$ cat src/rtl/mul_pkg.sv
// Shared definitions for the 16x16 multiplier unit and its issue sequencer.
// Operand/product widths and the issue FSM state encoding.
package mul_pkg;

  localparam int OP_W   = 16;
  localparam int PROD_W = 32;

  typedef enum logic [1:0] {
    S_IDLE = 2'd0,
    S_WAIT = 2'd1,
    S_CAPT = 2'd2
  } issue_state_e;

endpackage

$ cat src/rtl/mul_req_fifo.sv
// Request FIFO for the multiplier issue sequencer.
// Power-of-two depth; simultaneous push and pop allowed.
module mul_req_fifo #(
  parameter int DEPTH = 4,
  parameter int W     = 36
) (
  input  logic         clk,
  input  logic         rst,
  input  logic         push,
  input  logic [W-1:0] din,
  input  logic         pop,
  output logic         full,
  output logic         empty,
  output logic [W-1:0] head
);

  localparam int PW = $clog2(DEPTH);

  logic [W-1:0]  mem [DEPTH];
  logic [PW-1:0] wr_q;
  logic [PW-1:0] rd_q;
  logic [PW:0]   cnt_q;
  logic          do_push;
  logic          do_pop;

  assign full    = (cnt_q == (PW+1)'(DEPTH));
  assign empty   = (cnt_q == '0);
  assign do_push = push & ~full;
  assign do_pop  = pop & ~empty;
  assign head    = mem[rd_q];

  always_ff @(posedge clk) begin
    if (do_push) begin
      mem[wr_q] <= din;
    end
  end

  // Pointers wrap naturally because DEPTH is a power of two.
  always_ff @(posedge clk) begin
    if (rst) begin
      wr_q  <= '0;
      rd_q  <= '0;
      cnt_q <= '0;
    end else begin
      if (do_push) wr_q <= wr_q + 1'b1;
      if (do_pop)  rd_q <= rd_q + 1'b1;
      if (do_push && !do_pop) begin
        cnt_q <= cnt_q + 1'b1;
      end else if (do_pop && !do_push) begin
        cnt_q <= cnt_q - 1'b1;
      end
    end
  end

endmodule

$ cat src/rtl/mul_issue_ctrl.sv
// Issue sequencer for the two-cycle multiplier: buffers tagged
// requests, issues one at a time and returns the tagged product.
module mul_issue_ctrl
  import mul_pkg::*;
#(
  parameter int DEPTH = 4,
  parameter int TAG_W = 4
) (
  input  logic              clk,
  input  logic              rst,
  input  logic              in_valid,
  output logic              in_ready,
  input  logic [OP_W-1:0]   in_a,
  input  logic [OP_W-1:0]   in_b,
  input  logic [TAG_W-1:0]  in_tag,
  output logic              mul_start,
  output logic [OP_W-1:0]   mul_a,
  output logic [OP_W-1:0]   mul_b,
  input  logic              mul_busy,
  input  logic              mul_done,
  input  logic [PROD_W-1:0] mul_prod,
  output logic              out_valid,
  input  logic              out_ready,
  output logic [PROD_W-1:0] out_prod,
  output logic [TAG_W-1:0]  out_tag,
  output logic              err
);

  localparam int EW = 2*OP_W + TAG_W;

  issue_state_e      state_q;
  logic [TAG_W-1:0]  infl_tag_q;
  logic              out_valid_q;
  logic [PROD_W-1:0] out_prod_q;
  logic [TAG_W-1:0]  out_tag_q;
  logic              err_q;

  logic              full;
  logic              empty;
  logic              push;
  logic              issue;
  logic [EW-1:0]     head;
  logic [TAG_W-1:0]  head_tag;

  assign in_ready = ~full;
  assign push     = in_valid & ~full;
  assign head_tag = head[EW-1 -: TAG_W];
  assign mul_a    = head[2*OP_W-1 -: OP_W];
  assign mul_b    = head[OP_W-1:0];

  // Output slot must be free (or draining now) so S_CAPT never overwrites.
  assign issue = ~rst & (state_q == S_IDLE) & ~empty & ~mul_busy
               & (~out_valid_q | out_ready);

  assign mul_start = issue;

  mul_req_fifo #(
    .DEPTH (DEPTH),
    .W     (EW)
  ) u_fifo (
    .clk   (clk),
    .rst   (rst),
    .push  (push),
    .din   ({in_tag, in_a, in_b}),
    .pop   (issue),
    .full  (full),
    .empty (empty),
    .head  (head)
  );

  always_ff @(posedge clk) begin
    if (rst) begin
      state_q     <= S_IDLE;
      infl_tag_q  <= '0;
      out_valid_q <= 1'b0;
      out_prod_q  <= '0;
      out_tag_q   <= '0;
      err_q       <= 1'b0;
    end else begin
      if (out_valid_q && out_ready) begin
        out_valid_q <= 1'b0;
      end
      if (mul_done && state_q != S_WAIT) begin
        err_q <= 1'b1;
      end
      unique case (state_q)
        S_IDLE: begin
          if (issue) begin
            infl_tag_q <= head_tag;
            state_q    <= S_WAIT;
          end
        end
        S_WAIT: begin
          if (mul_done) state_q <= S_CAPT;
        end
        S_CAPT: begin
          out_prod_q  <= mul_prod;
          out_tag_q   <= infl_tag_q;
          out_valid_q <= 1'b1;
          state_q     <= S_IDLE;
        end
        default: state_q <= S_IDLE;
      endcase
    end
  end

  assign out_valid = out_valid_q;
  assign out_prod  = out_prod_q;
  assign out_tag   = out_tag_q;
  assign err       = err_q;

endmodule

$ cat config.mk
export PLATFORM = sky130hd
export DESIGN_NAME = mul_issue_ctrl
export DESIGN_NICKNAME = d
export VERILOG_FILES = /design/src/rtl/mul_pkg.sv /design/src/rtl/mul_req_fifo.sv /design/src/rtl/mul_issue_ctrl.sv
export SDC_FILE = /design/constraint.sdc
export NUM_CORES = 1
export LEC_CHECK = 0
export CAP_MARGIN = 20
export CORE_MARGIN = 5
export CORE_UTILIZATION = 38
export CTS_CLUSTER_DIAMETER = 120
export DETAILED_ROUTE_END_ITERATION = 16
export PLACE_DENSITY = 0.7
export RECOVER_POWER = 50
export SYNTH_ARGS = -nofsm -noshare
export SYNTH_HDL_FRONTEND = slang
export SYNTH_SLANG_ARGS = --single-unit
$ cat constraint.sdc
create_clock -name clk -period 4.4 [get_ports clk]
set_input_delay 0.88 -clock clk [delete_from_list [all_inputs] [get_ports clk]]
set_output_delay 0.88 -clock clk [all_outputs]
set_load 0.01 [all_outputs]
==> metrics.md, run 1 <==
| Metric | Value |
|---|---|
| Most frequent cells after synthesis | `edfxtp_1 (144), nand2_1 (72), dfxtp_1 (53)` |
| Most common cell in the netlist | `edfxtp_1` |
| Vias/cell | `4.83` |
| Critical path launch point type | `input port` |
| Synthesized flop and latch total | `around 200` |
| Final HPWL DP | `9.46 mm` |
| Placer Congestion | `0.715` |
| Peak VDD IR | `0.314 mV` |
| Met3 GRT Util | `0.0497` |
| Status | `finished, violations left` |
| Final ANT Viol Nets | `0` |
| Switching share of power | `0.268` |
| Hold path start | `infl_tag_q[0]` |
| Share of the synthesized area in the top cell type | `0.579` |
| Input/output buffers | `between 100 and 150` |
| Area Growth Syn to Fin | `27.3%` |
| Die H | `150 um` |
| Internal power | `0.00360 W` |
| CTS Sinks | `between 150 and 200` |
| Hold Path End | `out_tag[0]` |
| Synthesized cell area | `7470 um2` |
| Synth Area per Inst | `16.2 um2` |
| Postcts setup bufs | `0` |
| R2r setup slk | `1.96 ns` |
| Crit. End Element | `output port` |
| Bufs on Longest Clock Path | `2` |
| Top cells by area, synth | `edfxtp_1 (58%), dfxtp_1 (14%), mux4_2 (11%)` |
| Net Switching | `~0.0013 W` |
| Sequential share of power | `0.462` |
| CP Data Required Time | `3.52 ns` |
| Initial antenna violation count | `4` |
| Routed wire length | `14.9 mm` |
| Fmax | `295 MHz` |
| PD cells | `517 nW/um2` |
| Failing checks | `capacitance limit, slew limit` |
| Vias in the first global route | `4,403` |
| Reg clk slew, reported paths | `0.07 ns` |
| Max-Cap Viols | `1` |
| RSZ-0062 raised after global routing | `no` |
| # IOs | `146` |
| Tot Pwr | `approximately 0.005 W` |
| Register area share after synthesis | `0.721` |
| Hold depth | `2` |
| Die area | `22,600 um2` |
| Starting density of the core | `0.385` |
| Hold Path Class | `reg2reg` |
| Slew margin rel. | `-0.406` |
| Tot GR Track Use | `0.135` |
| Core area | `19,400 um2` |
| Final period utilization | `0.771` |
| Drt first pass iters | `4` |
| Reg2Reg Depth | `8` |
| Largest net degree at the start of global routing | `53` |
| Die width | `around 150 um` |
| DR WL/cell | `17.5 um` |
| Worst R2R End | `u_fifo.cnt_q[2]` |
| Final hold vios | `0` |
| FF-to-FF Start | `u_fifo.cnt_q[0]` |
| Grt ovf | `0` |
| Via Count | `4,131` |
| Post-synthesis cell type count | `30` |
| Logic pwr share | `0.228` |
| Post-synth EDFFs | `144` |
| Htree depth | `4` |
| CTS tree | `done` |
| Clock root buffer | `clkbuf_16` |
| Synth area leader | `edfxtp_1` |
| Layout cells sized above 1 | `0.134` |
| Post-Syn Nets | `542` |
| DRC | `0` |
| PostCTS Resize Cnt | `0` |
| Final min period | `3.39 ns` |
| Setup Crit Path Kind | `in2out` |
| Synthesized instance count | `462` |
| Final setup viols | `0` |
| Clock Skews | `0.0132 ns` |
| Leakage power | `3.12 nW` |
| Clk pwr share | `0.310` |
| Primary FF master, synth | `edfxtp_1` |
| Yosys warns | `0` |
| GR peak layer | `met2` |
| TritonCTS buffer count | `17` |
| Synth async-reset ratio | `0` |
| Crit-path max FO | `6` |
| Worst skew pair latency | `0.42 ns` |
| GR Util met2 | `0.236` |
| Met1 Use GR | `0.153` |
| Row count | `between 50 and 60` |
| Critical path arrival | `around 2.5 ns` |
| Setup TNS | `0 ns` |
| Hold Buf Count CTS | `0` |
| Nets@finish | `655` |
| Fin util | `0.491` |
| Worst Max-Slew Pin Slew | `between 2 and 2.5 ns` |
| Fin. max-slew vios | `53` |
| DRT iter0 DRCs | `107` |
| Global-route wire length before repair | `23.2 mm` |
through the flow:
stage                     std cells  hold slack [ns]  cell area (um2)  setup WS [ns]
final                           855            0.454             9520           1.01
after global routing            854            0.471             9510          0.854
after CTS                       853            0.457             9520          0.914
after detailed placement        821            0.446             8930          0.990
after global placement          821            0.432             8930           1.01
after floorplan                 462            0.428             7470           1.87
state kept, by name, summed over array words and instances (netlist names), named ones only:
register,flops
out_prod,32
state_q,2
u_fifo.mem,144
err,1
out_tag,4
u_fifo.cnt_q,3
out_valid,1
u_fifo.wr_q,2
infl_tag_q,4
u_fifo.rd_q,2
cell families after synthesis:
kind of cell | Yosys count | synth area share
XOR/XNOR | 2 | 0.00234
multiplexers | 40 | 0.114
AO/OA/AOI/OAI | 53 | 0.0368
AND/OR/NAND/NOR | 103 | 0.0640
flip-flops | 197 | 0.721
buffers and inverters | 61 | 0.0512
adder cells (fa/ha/maj) | 6 | 0.0111
final cells by class:
type                            count  area (um2)
Multi-Input combinational cell    204        1710
Clock buffer                       18         429
Fill cell                        1655        9880
Timing Repair Buffer              149        1470
Tap cell                          265         332
Sequential cell                   197        5390
Clock inverter                     14         160
Inverter                            6        22.5
Antenna cell                        2        5.00
worst max-delay path by stage:
stage               depth (start not counted)  startpoint  slack [ns]         endpoint
floorplan                                   9         rst        1.87  u_fifo.cnt_q[2]
global placement                            5    mul_busy        1.01        mul_start
detailed placement                          5    mul_busy        0.99        mul_start
CTS                                         3   flip-flop        0.91        mul_a[13]
global route                                3   flip-flop        0.85        mul_b[12]
finish                                      5    mul_busy        1.01        mul_start
cell usage in the layout, fill, tap and decap left out, types with 2 or more instances in the layout:
master	count
clkinv_4	2
clkinv_8	2
nand3_1	2
dfxtp_1	51
inv_8	4
nand2_1	72
inv_1	6
nor2_1	4
edfxtp_1	144
a21oi_1	46
diode_2	2
ha_1	5
and3_2	4
nand2b_1	4
mux4_2	36
dlygate4sd3_1	48
clkdlybuf4s50_1	96
dfxtp_2	2
inv_6	3
o21ai_0	3
xor2_1	2
mux2i_1	4
buf_4	3
or3_1	2
o31ai_1	4
clkbuf_1	3
nor3b_1	2
nand4_1	5
clkbuf_16	17
per-layer routing:
layer  wire length (um)  up-vias
met1               6010     2041
met5                 26        -
li1                   -     1930
met4                169        4
met3               1150       20
met2               7590      136
power groups by stage:
stage	clock (W)	sequential, W	combinational [W]
after floorplan	0	0.00228	0.000832
after global placement	0	0.00230	0.00113
after detailed placement	0	0.00232	0.00114
after CTS	0.00157	0.00228	0.00116
after global routing	0.00164	0.00229	0.00121
final	0.00153	0.00227	0.00112
critical path, stage by stage:
cell and delay (ns):
clkdlybuf4s50_1 0.46, nor4_4 0.30, nand3_2 0.22, inv_1 0.11
clkdlybuf4s50_1 0.54
Power figures use the tool's default switching activity.
==> run 2, diff against run 1 <==
--- a/config.mk
+++ b/config.mk
@@ -10,7 +10,7 @@
 export CORE_UTILIZATION = 38
 export CTS_CLUSTER_DIAMETER = 120
 export DETAILED_ROUTE_END_ITERATION = 16
-export PLACE_DENSITY = 0.7
+export PLACE_DENSITY = 0.72
 export RECOVER_POWER = 50
 export SYNTH_ARGS = -nofsm -noshare
 export SYNTH_HDL_FRONTEND = slang
==> constraint.sdc (replaced) <==
create_clock -name clk -period 2.77 [get_ports clk]
set_input_delay 0.554 -clock clk [delete_from_list [all_inputs] [get_ports clk]]
set_output_delay 0.554 -clock clk [all_outputs]
set_load 0.01 [all_outputs]
==> metrics.md, run 2 (synthesis gave the netlist of run 1 again) <==
| Metric | Value |
|---|---|
| Clock Skews | `0.00924 ns (-0.00395 ns)` |
| Starting density of the core | `0.385 (unchanged)` |
| Fmax | `379 MHz` |
| RSZ-0062 raised after global routing | `no` |
| DRT iter0 DRCs | `172 (+61%)` |
| Post-Place Worst Slack | `0.108 ns (-0.882 ns)` |
| Worst skew pair latency | `0.43 ns (about the same)` |
| Largest net degree at the start of global routing | `53 (unchanged)` |
| CTS Sinks | `197 (unchanged)` |
| TritonCTS buffer count | `17 (unchanged)` |
| Tot Pwr | `0.00789 W (+60%)` |
| Die area | `22,600 um2 (unchanged)` |
| Tot GR Track Use | `0.134 (-0.000789)` |
| Clock root buffer | `clkbuf_16` |
| Commonest cells after routing, fill and taps aside | `edfxtp_1 (144), clkdlybuf4s50_1 (106), nand2_1 (72)` |
| Area after DPL | `9060 um2 (+1.5%)` |
| Reg clk slew, reported paths | `0.08 ns (about the same)` |
| Status | `complete, no violations` |
| Htree depth | `4 (unchanged)` |
| Final min period | `approximately 2.6 ns` |
| Worst Max-Slew Pin Slew | `1.16 ns (-0.948 ns)` |
| R2r setup slk | `0.36 ns (-1.60 ns)` |
| PD cells | `816 nW/um2 (+58%)` |
| Crit. End Element | `output port` |
| Final worst slack | `0.132 ns (-0.874 ns)` |
| Peak VDD IR | `0.440 mV (+40%)` |
| Die width | `150 um (unchanged)` |
| Final setup viols | `0 (unchanged)` |
| Final hold vios | `0 (unchanged)` |
| Nets@finish | `669 (+2.1%)` |
| Core area | `19,400 um2 (unchanged)` |
| Final ANT Viol Nets | `0 (unchanged)` |
| Layout cells sized above 1 | `0.151 (+0.0168)` |
| Final period utilization | `0.952` |
| Biggest register | `u_fifo.mem` |
| Die H | `150 um (unchanged)` |
| Drt first pass iters | `4 (unchanged)` |
| Hold Path Class | `reg2reg` |
| Final HPWL DP | `9.58 mm (+1.3%)` |
| Vias in the first global route | `4,390 (-0.30%)` |
| # IOs | `146 (unchanged)` |
| Routed wire length | `14.9 mm (-0.31%)` |
| Leakage power | `3.17 nW (+1.5%)` |
| DRC | `0 (unchanged)` |
| DR WL/cell | `17.1 um (-2.0%)` |
| Bufs on Longest Clock Path | `2 (unchanged)` |
| Setup Crit Path Kind | `reg2out` |
| Most common cell after layout, fill and taps aside | `edfxtp_1` |
| Setup TNS | `0 ns (unchanged)` |
| Vias/cell | `4.78 (-1.0%)` |
| Slowest CP cell | `clkdlybuf4s50_1` |
| Global-route wire length before repair | `23.1 mm (-0.27%)` |
| Largest register FFs | `144 (unchanged)` |
| Crit-path max FO | `18 (+12)` |
| Row count | `51 (unchanged)` |
| CP Data Required Time | `2.22 ns (-1.30 ns)` |
| Critical path arrival | `2.08 ns (-0.43 ns)` |
| Placer Congestion | `0.719 (+0.57%)` |
| CTS tree | `done` |
| Slew margin rel. | `0.226 (+0.632)` |
| Input/output buffers | `145 (unchanged)` |
| Largest stage delay, worst path | `0.53 ns (about the same)` |
| Max-Cap Viols | `0 (-1)` |
| Via Count | `4,160 (+0.70%)` |
| Cell chain of the critical path | `buf_16 -> mux4_2 -> clkdlybuf4s50_1` |
| Final non-filler cell area | `9670 um2 (+1.6%)` |
| Grt ovf | `0 (unchanged)` |
| Critical path launch point type | `flip-flop` |
| Initial antenna violation count | `6 (+2)` |
| Fin. max-slew vios | `0 (-100%)` |
| Area Growth Syn to Fin | `29.4%` |
-- run 2: cell count changes in the layout (fill, tap and decap cells not counted), moves of 2 or more --
cell             previous run  this run
dlygate4sd3_1              48        36
clkdlybuf4s50_1            96       106
buf_4                       3         7
buf_12                      0         3
clkbuf_2                    0         3
dlygate4sd2_1               0         2
inv_6                       3         1
-- run 2: stage by stage --
stage / utilization / hold WS [ns] / cells
2_1_floorplan: - / 0.428 / 462
3_3_place_gp: 0.467 / 0.434 / 829
3_5_place_dp: 0.467 / 0.449 / 829
4_1_cts: 0.497 / 0.460 / 861
5_1_grt: 0.498 / 0.485 / 870
6_report: 0.498 / 0.456 / 870
-- run 2: timing repair --
item | CTS | global route
gates cloned | 0 | 1
resized for setup | 2 | 2
setup endpoints to repair | 2 | 25
hold buffers | 0 | 0
setup buffers | 0 | 5
endpoints found under the hold margin | 0 | 0
-- run 2: final cells by class --
class / count / area [um2]
fill: 1649 / 9730
sequential: 197 / 5390
multi-input combinational: 204 / 1700
timing repair buffer: 163 / 1630
clock buffer: 17 / 425
tap: 265 / 332
clock inverter: 15 / 156
inverter: 6 / 22.5
antenna: 3 / 7.51
-- run 2: final timing paths --
| check | from | endpoint | cells past startpoint |
|---|---|---|---|
| max reg2reg | u_fifo.cnt_q[0] | u_fifo.cnt_q[2] | 8 |
| min | out_prod[10] | out_prod[10] | 2 |
| min reg2reg | out_prod[10] | out_prod[10] | 2 |
| max | flip-flop | mul_b[8] | 3 |
-- run 2: critical path: cells and delay by family (launching register included) --
| kind | cells | cell delay, ns |
|---|---|---|
| muxes | 1 | 0.51 |
| buffers and inverters | 2 | 0.72 |
| DFF | 1 | 0.40 |
-- run 2: power breakdown --
part	internal (W)	leakage [nW]	switching (W)
clock	0.00124	0.291	0.00113
sequential	0.00347	1.75	0.000126
combinational	0.00107	1.12	0.000851
total	0.00578	3.17	0.00211
-- run 2: routing by layer --
| metal | global-route usage | wire (um) | up-vias |
|---|---|---|---|
| met5 | 0 | 27 | - |
| met4 | 0.0453 | 236 | 4 |
| met3 | 0.0430 | 1080 | 22 |
| met2 | 0.230 | 7390 | 126 |
| met1 | 0.161 | 6160 | 2053 |
| li1 | - | - | 1955 |
==> run 3, diff against run 2 <==
--- a/config.mk
+++ b/config.mk
@@ -12,6 +12,7 @@
 export DETAILED_ROUTE_END_ITERATION = 16
 export PLACE_DENSITY = 0.72
 export RECOVER_POWER = 50
+export SLEW_MARGIN = 10
 export SYNTH_ARGS = -nofsm -noshare
 export SYNTH_HDL_FRONTEND = slang
 export SYNTH_SLANG_ARGS = --single-unit
==> results of run 3 <==
Final layout, timing and power as in run 2 (identical DEF).
